$ cat config.mk
export PLATFORM = sky130hd
export DESIGN_NAME = regfile_writeback
export DESIGN_NICKNAME = d
export VERILOG_FILES = /design/src/rtl/regfile_pkg.sv /design/src/rtl/wb_fifo.sv /design/src/rtl/regfile_writeback.sv
export SDC_FILE = /design/constraint.sdc
export NUM_CORES = 1
export LEC_CHECK = 0
export BUFFER_PORTS_ARGS = -buffer_cell sky130_fd_sc_hd__buf_2
export CORE_ASPECT_RATIO = 0.9
export CORE_MARGIN = 8
export CORE_UTILIZATION = 50
export CTS_BUF_LIST = sky130_fd_sc_hd__clkbuf_16
export DETAILED_ROUTE_END_ITERATION = 8
export PLACE_DENSITY = 0.7
export SLEW_MARGIN = 10
export SYNTH_ARGS = -nofsm -noshare
export SYNTH_HDL_FRONTEND = slang
export SYNTH_SLANG_ARGS = --single-unit
$ cat constraint.sdc
create_clock -name clk -period 8 [get_ports clk]
set_clock_uncertainty 0.1 [all_clocks]
set_input_delay 1.2 -clock clk [delete_from_list [all_inputs] [get_ports clk]]
set_output_delay 1.2 -clock clk [all_outputs]
set_load 0.05 [all_outputs]
$ cat src/rtl/regfile_pkg.sv
// rtl/regfile_pkg.sv - shared types and constants for the register-file writeback queue
package regfile_pkg;

    localparam int REG_ADDR_W = 5;
    localparam int REG_BUS_W  = 32;
    localparam int REG_ZERO   = 0;

    typedef struct packed {
        logic [REG_ADDR_W-1:0] addr;
        logic [REG_BUS_W-1:0]  data;
    } wb_entry_t;

endpackage

$ cat src/rtl/wb_fifo.sv
// rtl/wb_fifo.sv - pending-write queue: ordered dual push, single pop, age-ordered entry view
module wb_fifo
    import regfile_pkg::*;
#(
    parameter int ADDR  = REG_ADDR_W,
    parameter int BUS_W = REG_BUS_W,
    parameter int DEPTH = 4,
    localparam int PW   = $clog2(DEPTH),
    localparam int CW   = PW + 1
) (
    input  logic                        clk,
    input  logic                        rst,
    input  logic                        push0,
    input  logic [ADDR-1:0]             push0_addr,
    input  logic [BUS_W-1:0]            push0_data,
    input  logic                        push1,
    input  logic [ADDR-1:0]             push1_addr,
    input  logic [BUS_W-1:0]            push1_data,
    input  logic                        pop,
    output logic [ADDR-1:0]             head_addr,
    output logic [BUS_W-1:0]            head_data,
    output logic [CW-1:0]               count,
    output logic [DEPTH-1:0]            view_vld,
    output logic [DEPTH-1:0][ADDR-1:0]  view_addr,
    output logic [DEPTH-1:0][BUS_W-1:0] view_data
);

    logic [ADDR-1:0]  addr_q [DEPTH];
    logic [BUS_W-1:0] data_q [DEPTH];
    logic [PW-1:0]    wptr;
    logic [PW-1:0]    rptr;
    logic [PW-1:0]    wptr1;
    logic             pop_eff;

    // push1 lands right behind push0 when both are taken, keeping push0 the older entry
    assign wptr1   = wptr + PW'(push0);
    assign pop_eff = pop && (count != '0);

    // storage writes; slots need no reset because count decides what is valid
    always_ff @(posedge clk) begin
        if (push0) begin
            addr_q[wptr] <= push0_addr;
            data_q[wptr] <= push0_data;
        end
        if (push1) begin
            addr_q[wptr1] <= push1_addr;
            data_q[wptr1] <= push1_data;
        end
    end

    // pointers wrap naturally at DEPTH (power of two); count tells full from empty
    always_ff @(posedge clk or posedge rst) begin
        if (rst) begin
            wptr  <= '0;
            rptr  <= '0;
            count <= '0;
        end else begin
            wptr  <= wptr + PW'(push0) + PW'(push1);
            rptr  <= rptr + PW'(pop_eff);
            count <= count + CW'(push0) + CW'(push1) - CW'(pop_eff);
        end
    end

    assign head_addr = addr_q[rptr];
    assign head_data = data_q[rptr];

    // oldest-first view of the live entries for the bypass search
    always_comb begin
        logic [PW-1:0] idx;
        view_vld  = '0;
        view_addr = '0;
        view_data = '0;
        idx       = '0;
        for (int i = 0; i < DEPTH; i++) begin
            idx          = rptr + PW'(i);
            view_vld[i]  = (CW'(i) < count);
            view_addr[i] = addr_q[idx];
            view_data[i] = data_q[idx];
        end
    end

endmodule

$ cat src/rtl/regfile_writeback.sv
// rtl/regfile_writeback.sv - merges load and ALU results into one register-file write port; REGFILE_WB_BYPASS_EN adds pending-write bypass
module regfile_writeback
    import regfile_pkg::*;
#(
    parameter int ADDR  = REG_ADDR_W,
    parameter int BUS_W = REG_BUS_W,
    parameter int DEPTH = 4
) (
    input  logic             clk,
    input  logic             rst,
    input  logic             mem_valid,
    input  logic [ADDR-1:0]  mem_addr,
    input  logic [BUS_W-1:0] mem_data,
    output logic             mem_ready,
    input  logic             alu_valid,
    input  logic [ADDR-1:0]  alu_addr,
    input  logic [BUS_W-1:0] alu_data,
    output logic             alu_ready,
`ifdef REGFILE_WB_BYPASS_EN
    input  logic [ADDR-1:0]  rs_addr,
    input  logic [ADDR-1:0]  rt_addr,
    output logic             rs_hit,
    output logic [BUS_W-1:0] rs_fwd,
    output logic             rt_hit,
    output logic [BUS_W-1:0] rt_fwd,
`endif
    output logic             r_write,
    output logic [ADDR-1:0]  rd_addr,
    output logic [BUS_W-1:0] rd_w_data
);

    localparam int CW = $clog2(DEPTH) + 1;
    localparam logic [ADDR-1:0] ZERO = ADDR'(REG_ZERO);

    logic [CW-1:0]               count;
    logic [CW-1:0]               free;
    logic                        push_mem;
    logic                        push_alu;
    logic [ADDR-1:0]             head_addr;
    logic [BUS_W-1:0]            head_data;
    logic [DEPTH-1:0]            view_vld;
    logic [DEPTH-1:0][ADDR-1:0]  view_addr;
    logic [DEPTH-1:0][BUS_W-1:0] view_data;

    // readiness uses only registered occupancy, so a same-edge pop never counts as space
    assign free      = CW'(DEPTH) - count;
    assign mem_ready = !rst && (free >= CW'(1));
    assign alu_ready = !rst && ((free >= CW'(2)) || ((free == CW'(1)) && !mem_valid));

    // register 0 writes are acknowledged but dropped
    assign push_mem = mem_valid && mem_ready && (mem_addr != ZERO);
    assign push_alu = alu_valid && alu_ready && (alu_addr != ZERO);

    wb_fifo #(
        .ADDR  (ADDR),
        .BUS_W (BUS_W),
        .DEPTH (DEPTH)
    ) u_fifo (
        .clk        (clk),
        .rst        (rst),
        .push0      (push_mem),
        .push0_addr (mem_addr),
        .push0_data (mem_data),
        .push1      (push_alu),
        .push1_addr (alu_addr),
        .push1_data (alu_data),
        .pop        (count != '0),
        .head_addr  (head_addr),
        .head_data  (head_data),
        .count      (count),
        .view_vld   (view_vld),
        .view_addr  (view_addr),
        .view_data  (view_data)
    );

    // output stage: retire one entry per cycle, hold address/data when idle
    always_ff @(posedge clk or posedge rst) begin
        if (rst) begin
            r_write   <= 1'b0;
            rd_addr   <= '0;
            rd_w_data <= '0;
        end else if (count != '0) begin
            r_write   <= 1'b1;
            rd_addr   <= head_addr;
            rd_w_data <= head_data;
        end else begin
            r_write   <= 1'b0;
        end
    end

`ifdef REGFILE_WB_BYPASS_EN
    // youngest match wins: output stage first, then queue oldest to youngest overwriting
    function automatic logic [BUS_W:0] lookup(input logic [ADDR-1:0] a);
        logic             hit;
        logic [BUS_W-1:0] fwd;
        hit = 1'b0;
        fwd = '0;
        if (r_write && (rd_addr == a)) begin
            hit = 1'b1;
            fwd = rd_w_data;
        end
        for (int i = 0; i < DEPTH; i++) begin
            if (view_vld[i] && (view_addr[i] == a)) begin
                hit = 1'b1;
                fwd = view_data[i];
            end
        end
        if (rst || (a == ZERO)) begin
            hit = 1'b0;
            fwd = '0;
        end
        return {hit, fwd};
    endfunction

    assign {rs_hit, rs_fwd} = lookup(rs_addr);
    assign {rt_hit, rt_fwd} = lookup(rt_addr);
`else
    logic unused_view;
    assign unused_view = ^{view_vld, view_addr, view_data};
`endif

endmodule

==> summary.json, run 1 <==
{
  "first_pass_iters": 4,
  "final-max-slew-violation-count": 0,
  "critical_path_arrival_ns": 4.19,
  "grt_start_max_net_pins": 47,
  "core.rowCount": 47,
  "post_synth_and_or_nand_nor_area_fraction_pct": 5.93,
  "avgViaCountPerCell": 5.55,
  "cts_post_setup_buffers_inserted": 0,
  "grt_pass1_vias": 5803,
  "synth-edff-count": 148,
  "h-tree-depth": 4,
  "unrepaired_setup_endpoints_after_global_routing": "no",
  "die_x_um": 161,
  "dp.cells": 911,
  "die_area_um2": 23500,
  "timing_worst_setup_path_type": "flop to flop",
  "routabilityCongestion": 0.791,
  "power.leakage_nw": 4.24,
  "dp.final_hpwl_um": 13000,
  "reg2reg_start": "u_fifo.count[0]",
  "p_per_area_nw_per_um2": 377,
  "design.portCount": 118,
  "startpoint_type": "flop",
  "clkSlewWorstSetupHoldPaths_ns": 0.07,
  "synth_xor_area_share_pct": 0.558,
  "syn_nets": 659,
  "reg2reg_setup_slack_ns": 3.89,
  "dpl_cell_area_um2": 10200,
  "end_kind": "flop",
  "timing.final.crit_share_pct": 51.4,
  "total_standard_cell_area_after_synthesis_um2": 9430,
  "clock_path_buffers": 2,
  "min_path_type": "flop to flop",
  "timing.max_slew.rel_slack_pct": 29.1,
  "cts_resized": 0,
  "outcome": "finished clean",
  "areaGrowthSynthToFinish_pct": 14.8,
  "ctsRootBufferMaster": "sky130_fd_sc_hd__clkbuf_16",
  "capturing_point_of_the_worst_reg2reg_path": "u_fifo.addr_q[3][3]",
  "clkSinkCount": 193,
  "max_clock_freq_ghz": 0.243,
  "coreArea_um2": 18500,
  "die_y_um": 146,
  "worst_pin_slew_ns": 1.06,
  "synthesis.area_per_instance_um2": 16.5,
  "synthDistinctLibCells": 28,
  "report.final.hold_viol_count": 0,
  "seq_area_frac_synth_pct": 59.1,
  "detailedPlace.worstSlack_ns": 3.59,
  "first_pass_grt_wire_length_um": 32400,
  "layout.cell_area.non_filler_um2": 10800,
  "drv_cap": 0,
  "final_cell_mix": "148 x sky130_fd_sc_hd__edfxtp_1, 117 x sky130_fd_sc_hd__buf_2, 113 x sky130_fd_sc_hd__nand2_1",
  "async_reset_ff_share_pct": 23.3,
  "wl_per_cell_um": 21.7,
  "worst_ir_drop_vdd_mv": 0.202,
  "hp-start": "rd_w_data[20]",
  "nNetsFinal": 773,
  "yosys.area_share.adder_pct": 1.49,
  "globalRoute.totalOverflow": 0,
  "synth-compound-area-share_pct": 0.558,
  "synth_mux_area_share_pct": 29.5,
  "postRouteAntennaNets": 0,
  "cts_made_buffers": 17,
  "placement.io_buffers": 117,
  "drive_gt1_share_pct": 51.1,
  "totalNegativeSetupSlack_ns": 0,
  "drt_first_iter_violations": 330,
  "timing.critical_path.required_ns": 8.08,
  "ys_ff_latch": 193,
  "finalWorstPathRequiredPeriod_ns": 4.11,
  "min_to": "rd_w_data[20]",
  "syn-instance-count": 571,
  "setup_viol": 0,
  "yosys_most_used_dff": "sky130_fd_sc_hd__edfxtp_1",
  "r2r_cells": 10,
  "layout_commonest_cell": "sky130_fd_sc_hd__edfxtp_1",
  "cts-hold-fix-buffers": 0,
  "number_of_antenna_violations_at_the_first_check_in_global_routing": 4,
  "worst_slack_ns": 3.89,
  "gr-usage-all-layers_pct": 18.0,
  "start_util_pct": 51.0,
  "num_vias": 5251,
  "synth-warning-count": 0,
  "final_cell_count_no_fill": 946,
  "timing.critical_path.fanout_max": 37,
  "post-route-drc-count": 0,
  "route.final.wire_length_um": 20600,
  "worstSkewPairLatency_ns": 0.44,
  "cts_tree": "yes",
  "min_path_cells": 2,
  "combinational_family_with_the_most_area_after_synthesis": "multiplexers"
}
[power breakdown]
part           switching [mW]  internal, mW
sequential              0.169          1.44
combinational           0.999         0.623
clock                   0.359         0.484
total                    1.53          2.55
[logic make-up (layout without fill, tap and decap cells)]
| kind of cell | count (synthesis) | count (layout) |
|---|---|---|
| compound gates | 6 | 6 |
| flops | 193 | 193 |
| buf+inv | 44 | 171 |
| other cells | 0 | 3 |
| mux | 185 | 185 |
| simple gates | 127 | 127 |
| xor+xnor | 6 | 6 |
| fa+ha+maj | 10 | 10 |
[cell type report]
cell class                 instances  area [um^2]
fill                            1485         7640
clock inverter                    15          155
timing repair buffer             127          661
sequential                       193         5570
antenna                            3         7.51
multi-input combinational        334         3650
inverter                          12         45.0
clock buffer                      17          425
tap                              245          307
[registers in the layout (all words and copies together), names as in the netlist]
register	cells
r_write	1
rd_addr	5
rd_w_data	32
u_fifo.addr_q	20
u_fifo.count	3
u_fifo.data_q	128
u_fifo.rptr	2
u_fifo.wptr	2
[routing by layer]
layer  up-vias  global-route usage, %  part of all wire (%)
li1       2378                      -                     -
met4         4                   7.08                   2.0
met3        32                   4.44                   5.2
met5         -                      0                  0.11
met2       130                   30.3                    51
met1      2707                   22.0                    42
[per-stage QoR]
step           power (mW)  hold slack, ns  util (%)
2_1_floorplan        2.84           0.373         -
3_3_place_gp         3.23           0.348      55.4
3_5_place_dp         3.28           0.351      55.4
4_1_cts              4.12           0.365      58.6
5_1_grt              4.29           0.396      58.6
6_report             4.08           0.361      58.6
[worst max path at each step]
stage	from	to	slack [ns]	depth (start not counted)
final	u_fifo.count[0]	u_fifo.addr_q[3][3]	3.89	10
after global routing	u_fifo.count[0]	u_fifo.data_q[2][10]	3.71	10
after global placement	mem_addr[0]	u_fifo.data_q[2][31]	3.68	8
after detailed placement	mem_addr[0]	u_fifo.data_q[2][4]	3.59	8
after floorplan	rst	u_fifo.addr_q[3][0]	2.91	8
after CTS	u_fifo.count[0]	u_fifo.data_q[2][10]	3.86	10
[critical path, stage by stage (launching register included)]
cell	delay, ns
sky130_fd_sc_hd__dfrtp_1	0.42
sky130_fd_sc_hd__inv_1	0.09
sky130_fd_sc_hd__ha_1	0.21
sky130_fd_sc_hd__ha_2	0.32
sky130_fd_sc_hd__or4b_2	0.60
sky130_fd_sc_hd__o2111a_1	0.25
sky130_fd_sc_hd__ha_1	0.25
sky130_fd_sc_hd__xnor2_1	0.24
sky130_fd_sc_hd__nor4_4	0.29
sky130_fd_sc_hd__buf_4	0.65
sky130_fd_sc_hd__mux2_2	0.40
[Yosys cell counts, types with 4 or more instances]
cell type                  count  area (um^2)
sky130_fd_sc_hd__ha_1          8          100
sky130_fd_sc_hd__dfrtp_1      45         1130
sky130_fd_sc_hd__inv_1        12         45.0
sky130_fd_sc_hd__clkbuf_1     11         41.3
sky130_fd_sc_hd__xnor2_1       4         35.0
sky130_fd_sc_hd__mux2_4       76         1140
sky130_fd_sc_hd__nand2_1     113          424
sky130_fd_sc_hd__buf_6        12          135
sky130_fd_sc_hd__buf_2         8         40.0
sky130_fd_sc_hd__mux2_2       72          811
sky130_fd_sc_hd__mux4_2       37          833
sky130_fd_sc_hd__edfxtp_1    148         4440
sky130_fd_sc_hd__nor4_2        4         50.1
Power figures use the tool's default switching activity.
==> run 2, diff against run 1 <==
==> constraint.sdc (replaced) <==
create_clock -name clk -period 4.2 [get_ports clk]
set_clock_uncertainty 0.1 [all_clocks]
set_input_delay 0.63 -clock clk [delete_from_list [all_inputs] [get_ports clk]]
set_output_delay 0.63 -clock clk [all_outputs]
set_load 0.05 [all_outputs]
==> summary.json, run 2 (synthesis results as in run 1) <==
{
  "num_vias": {"value": 5250, "change": "was 5251"},
  "report.final.hold_viol_count": {"value": 0, "change": "unchanged"},
  "worst_ir_drop_vdd": {"value": 0.424, "unit": "mV", "change": "was 0.202 mV"},
  "timing.critical_path.required": {"value": 4.23, "unit": "ns", "change": "was 8.08 ns"},
  "layout.cell_area.non_filler": {"value": 10900, "unit": "um^2", "change": "was 10800 um^2"},
  "gr-usage-all-layers": {"value": 17.6, "unit": "%", "change": "was 18.0%"},
  "p_per_area": {"value": 707, "unit": "nW/um^2", "change": "was 377 nW/um^2"},
  "start_util": {"value": 51.0, "unit": "%", "change": "unchanged"},
  "crit_end": {"value": "u_fifo.data_q[2][20]", "change": "was u_fifo.addr_q[3][3]"},
  "report.power.total": {"value": 7.71, "unit": "mW", "change": "was 4.08 mW"},
  "grt_start_max_net_pins": {"value": 47, "change": "unchanged"},
  "wl_per_cell": {"value": 21.5, "unit": "um", "change": "was 21.7 um"},
  "avgViaCountPerCell": {"value": 5.49, "change": "was 5.55"},
  "detailedPlace.worstSlack": {"value": 0.185, "unit": "ns", "change": "was 3.59 ns"},
  "clock_path_buffers": {"value": 2, "change": "unchanged"},
  "ctsRootBufferMaster": {"value": "sky130_fd_sc_hd__clkbuf_16", "change": "unchanged"},
  "timing.max_slew.rel_slack": {"value": 32.2, "unit": "%", "change": "was 29.1%"},
  "drive_gt1_share": {"value": 51.6, "unit": "%", "change": "was 51.1%"},
  "max_clock_freq": {"value": 0.249, "unit": "GHz", "change": "was 0.243 GHz"},
  "cts-hold-fix-buffers": {"value": 0, "change": "unchanged"},
  "cts_tree": {"value": "yes", "change": "unchanged"},
  "globalRoute.totalOverflow": {"value": 0, "change": "unchanged"},
  "coreArea": {"value": 18500, "unit": "um^2", "change": "unchanged"},
  "min_path_type": {"value": "input port to async pin", "change": "was flop to flop"},
  "number_of_antenna_violations_at_the_first_check_in_global_routing": {"value": 3, "change": "was 4"},
  "design.portCount": {"value": 118, "change": "unchanged"},
  "clkSlewWorstSetupHoldPaths": {"value": 0.07, "unit": "ns", "change": "about the same"},
  "first_pass_grt_wire_length": {"value": 31900, "unit": "um", "change": "was 32400 um"},
  "route.final.wire_length": {"value": 20500, "unit": "um", "change": "was 20600 um"},
  "largestRegisters": {"value": "u_fifo.data_q x128, rd_w_data x32, u_fifo.addr_q x20", "change": "unchanged"},
  "finalWorstPathRequiredPeriod": {"value": 4.02, "unit": "ns", "change": "was 4.11 ns"},
  "timing.critical_path.fanout_max": {"value": 21, "change": "was 37"},
  "drv_cap": {"value": 0, "change": "unchanged"},
  "end_kind": {"value": "flop", "change": "unchanged"},
  "top_register_by_number_of_flip_flops": {"value": "u_fifo.data_q", "change": "unchanged"},
  "grt_pass1_vias": {"value": 5703, "change": "was 5803"},
  "die_y": {"value": 146, "unit": "um", "change": "unchanged"},
  "critical_path_arrival": {"value": 4.05, "unit": "ns", "change": "was 4.19 ns"},
  "holdWs": {"value": 0.339, "unit": "ns", "change": "was 0.361 ns"},
  "die_area": {"value": 23500, "unit": "um^2", "change": "unchanged"},
  "nNetsFinal": {"value": 784, "change": "was 773"},
  "cts_resized": {"value": 0, "change": "unchanged"},
  "cts_post_setup_buffers_inserted": {"value": 0, "change": "unchanged"},
  "worstSkewPairLatency": {"value": 0.43, "unit": "ns", "change": "was 0.44 ns"},
  "outcome": {"value": "finished clean", "change": "unchanged"},
  "num-fill-cells": {"value": 1432, "change": "was 1485"},
  "r2r_cells": {"value": 10, "change": "unchanged"},
  "core.rowCount": {"value": 47, "change": "unchanged"},
  "dp.final_hpwl": {"value": 13100, "unit": "um", "change": "was 13000 um"},
  "routabilityCongestion": {"value": 0.786, "change": "was 0.791"},
  "postRouteAntennaNets": {"value": 0, "change": "unchanged"},
  "critPathLaunch": {"value": "u_fifo.count[0]", "change": "unchanged"},
  "clkSinkCount": {"value": 193, "change": "unchanged"},
  "die_x": {"value": 161, "unit": "um", "change": "unchanged"},
  "setup_viol": {"value": 0, "change": "unchanged"},
  "post-route-drc-count": {"value": 0, "change": "unchanged"},
  "startpoint_type": {"value": "flop", "change": "unchanged"},
  "worst_pin_slew": {"value": 1.02, "unit": "ns", "change": "was 1.06 ns"},
  "cts_made_buffers": {"value": 17, "change": "unchanged"},
  "unrepaired_setup_endpoints_after_global_routing": {"value": "no", "change": "unchanged"},
  "worst_slack": {"value": 0.180, "unit": "ns", "change": "was 3.89 ns"},
  "reg2reg_setup_slack": {"value": 0.18, "unit": "ns", "change": "was 3.89 ns"},
  "capturing_point_of_the_worst_reg2reg_path": {"value": "u_fifo.data_q[2][20]", "change": "was u_fifo.addr_q[3][3]"},
  "placement.io_buffers": {"value": 117, "change": "unchanged"},
  "final_cell_mix": {"value": "148 x sky130_fd_sc_hd__edfxtp_1, 117 x sky130_fd_sc_hd__buf_2, 113 x sky130_fd_sc_hd__nand2_1", "change": "unchanged"},
  "first_pass_iters": {"value": 4, "change": "unchanged"},
  "timing_worst_setup_path_type": {"value": "flop to flop", "change": "unchanged"},
  "timing.final.crit_share": {"value": 95.7, "unit": "%", "change": "was 51.4%"},
  "areaGrowthSynthToFinish": {"value": 15.8, "unit": "%", "change": "was 14.8%"},
  "power.leakage": {"value": 4.28, "unit": "nW", "change": "was 4.24 nW"},
  "drt_first_iter_violations": {"value": 281, "change": "was 330"},
  "totalNegativeSetupSlack": {"value": 0, "unit": "ns", "change": "unchanged"},
  "final-max-slew-violation-count": {"value": 0, "change": "unchanged"},
  "largest_reg_flops": {"value": 128, "change": "unchanged"},
  "layout_commonest_cell": {"value": "sky130_fd_sc_hd__edfxtp_1", "change": "unchanged"},
  "h-tree-depth": {"value": 4, "change": "unchanged"},
  "dpl_cell_area": {"value": 10400, "unit": "um^2", "change": "was 10200 um^2"},
  "reg2reg_start": {"value": "u_fifo.count[0]", "change": "unchanged"}
}
## run 2: cell count changes in the layout (fill, tap and decap cells not counted), moves of 2 or more
cell                        change
sky130_fd_sc_hd__buf_4          +6
sky130_fd_sc_hd__clkinv_1       +4
sky130_fd_sc_hd__buf_12         +5
sky130_fd_sc_hd__inv_1          -2
sky130_fd_sc_hd__bufinv_16      -2
## run 2: per-stage QoR
stage	instances	utilization, %
final	956	59.1
after global routing	956	59.1
after CTS	954	59.1
after detailed placement	922	56.2
after global placement	922	56.2
after floorplan	571	-
## run 2: how the worst min path moves through the flow
stage                        start               to  slack (ns)  cells after the start
floorplan           u_fifo.rptr[0]   u_fifo.rptr[0]        0.37                      1
detailed placement   rd_w_data[24]    rd_w_data[24]        0.35                      2
CTS                            rst  u_fifo.count[0]        0.35                      3
global placement     rd_w_data[20]    rd_w_data[20]        0.35                      2
global route                   rst  u_fifo.count[0]        0.39                      3
finish                         rst  u_fifo.count[0]        0.34                      3
## run 2: cell type report
| cell class | count | area [um^2] | area share [%] |
|---|---|---|---|
| inverter | 12 | 48.8 | 0.447 |
| tap | 245 | 307 | 2.81 |
| multi-input combinational | 334 | 3650 | 33.4 |
| antenna | 2 | 5.00 | 0.0458 |
| sequential | 193 | 5570 | 51.0 |
| timing repair buffer | 138 | 806 | 7.38 |
| clock inverter | 15 | 104 | 0.951 |
| clock buffer | 17 | 425 | 3.90 |
## run 2: layer usage
layer	wire [um]	GRT usage (%)
met1	8280	21.3
met2	10400	30.2
met3	1430	4.08
met4	416	6.89
met5	12	0
## run 2: critical path: stages, from the launching register on
cell and delay (ns):
sky130_fd_sc_hd__dfrtp_1 0.42, sky130_fd_sc_hd__inv_1 0.09, sky130_fd_sc_hd__ha_1 0.21, sky130_fd_sc_hd__ha_2 0.33, sky130_fd_sc_hd__or4b_2 0.62, sky130_fd_sc_hd__o2111a_1 0.26
sky130_fd_sc_hd__ha_1 0.25, sky130_fd_sc_hd__xnor2_1 0.25, sky130_fd_sc_hd__nor4_4 0.37, sky130_fd_sc_hd__a31o_2 0.53, sky130_fd_sc_hd__buf_12 0.27
## run 2: power breakdown
group / leakage (nW) / switching [mW] / total [mW] / internal, mW
sequential: 1.88 / 0.317 / 3.06 / 2.75
combinational: 2.14 / 1.92 / 3.18 / 1.25
clock: 0.262 / 0.676 / 1.48 / 0.799
total: 4.28 / 2.92 / 7.71 / 4.80
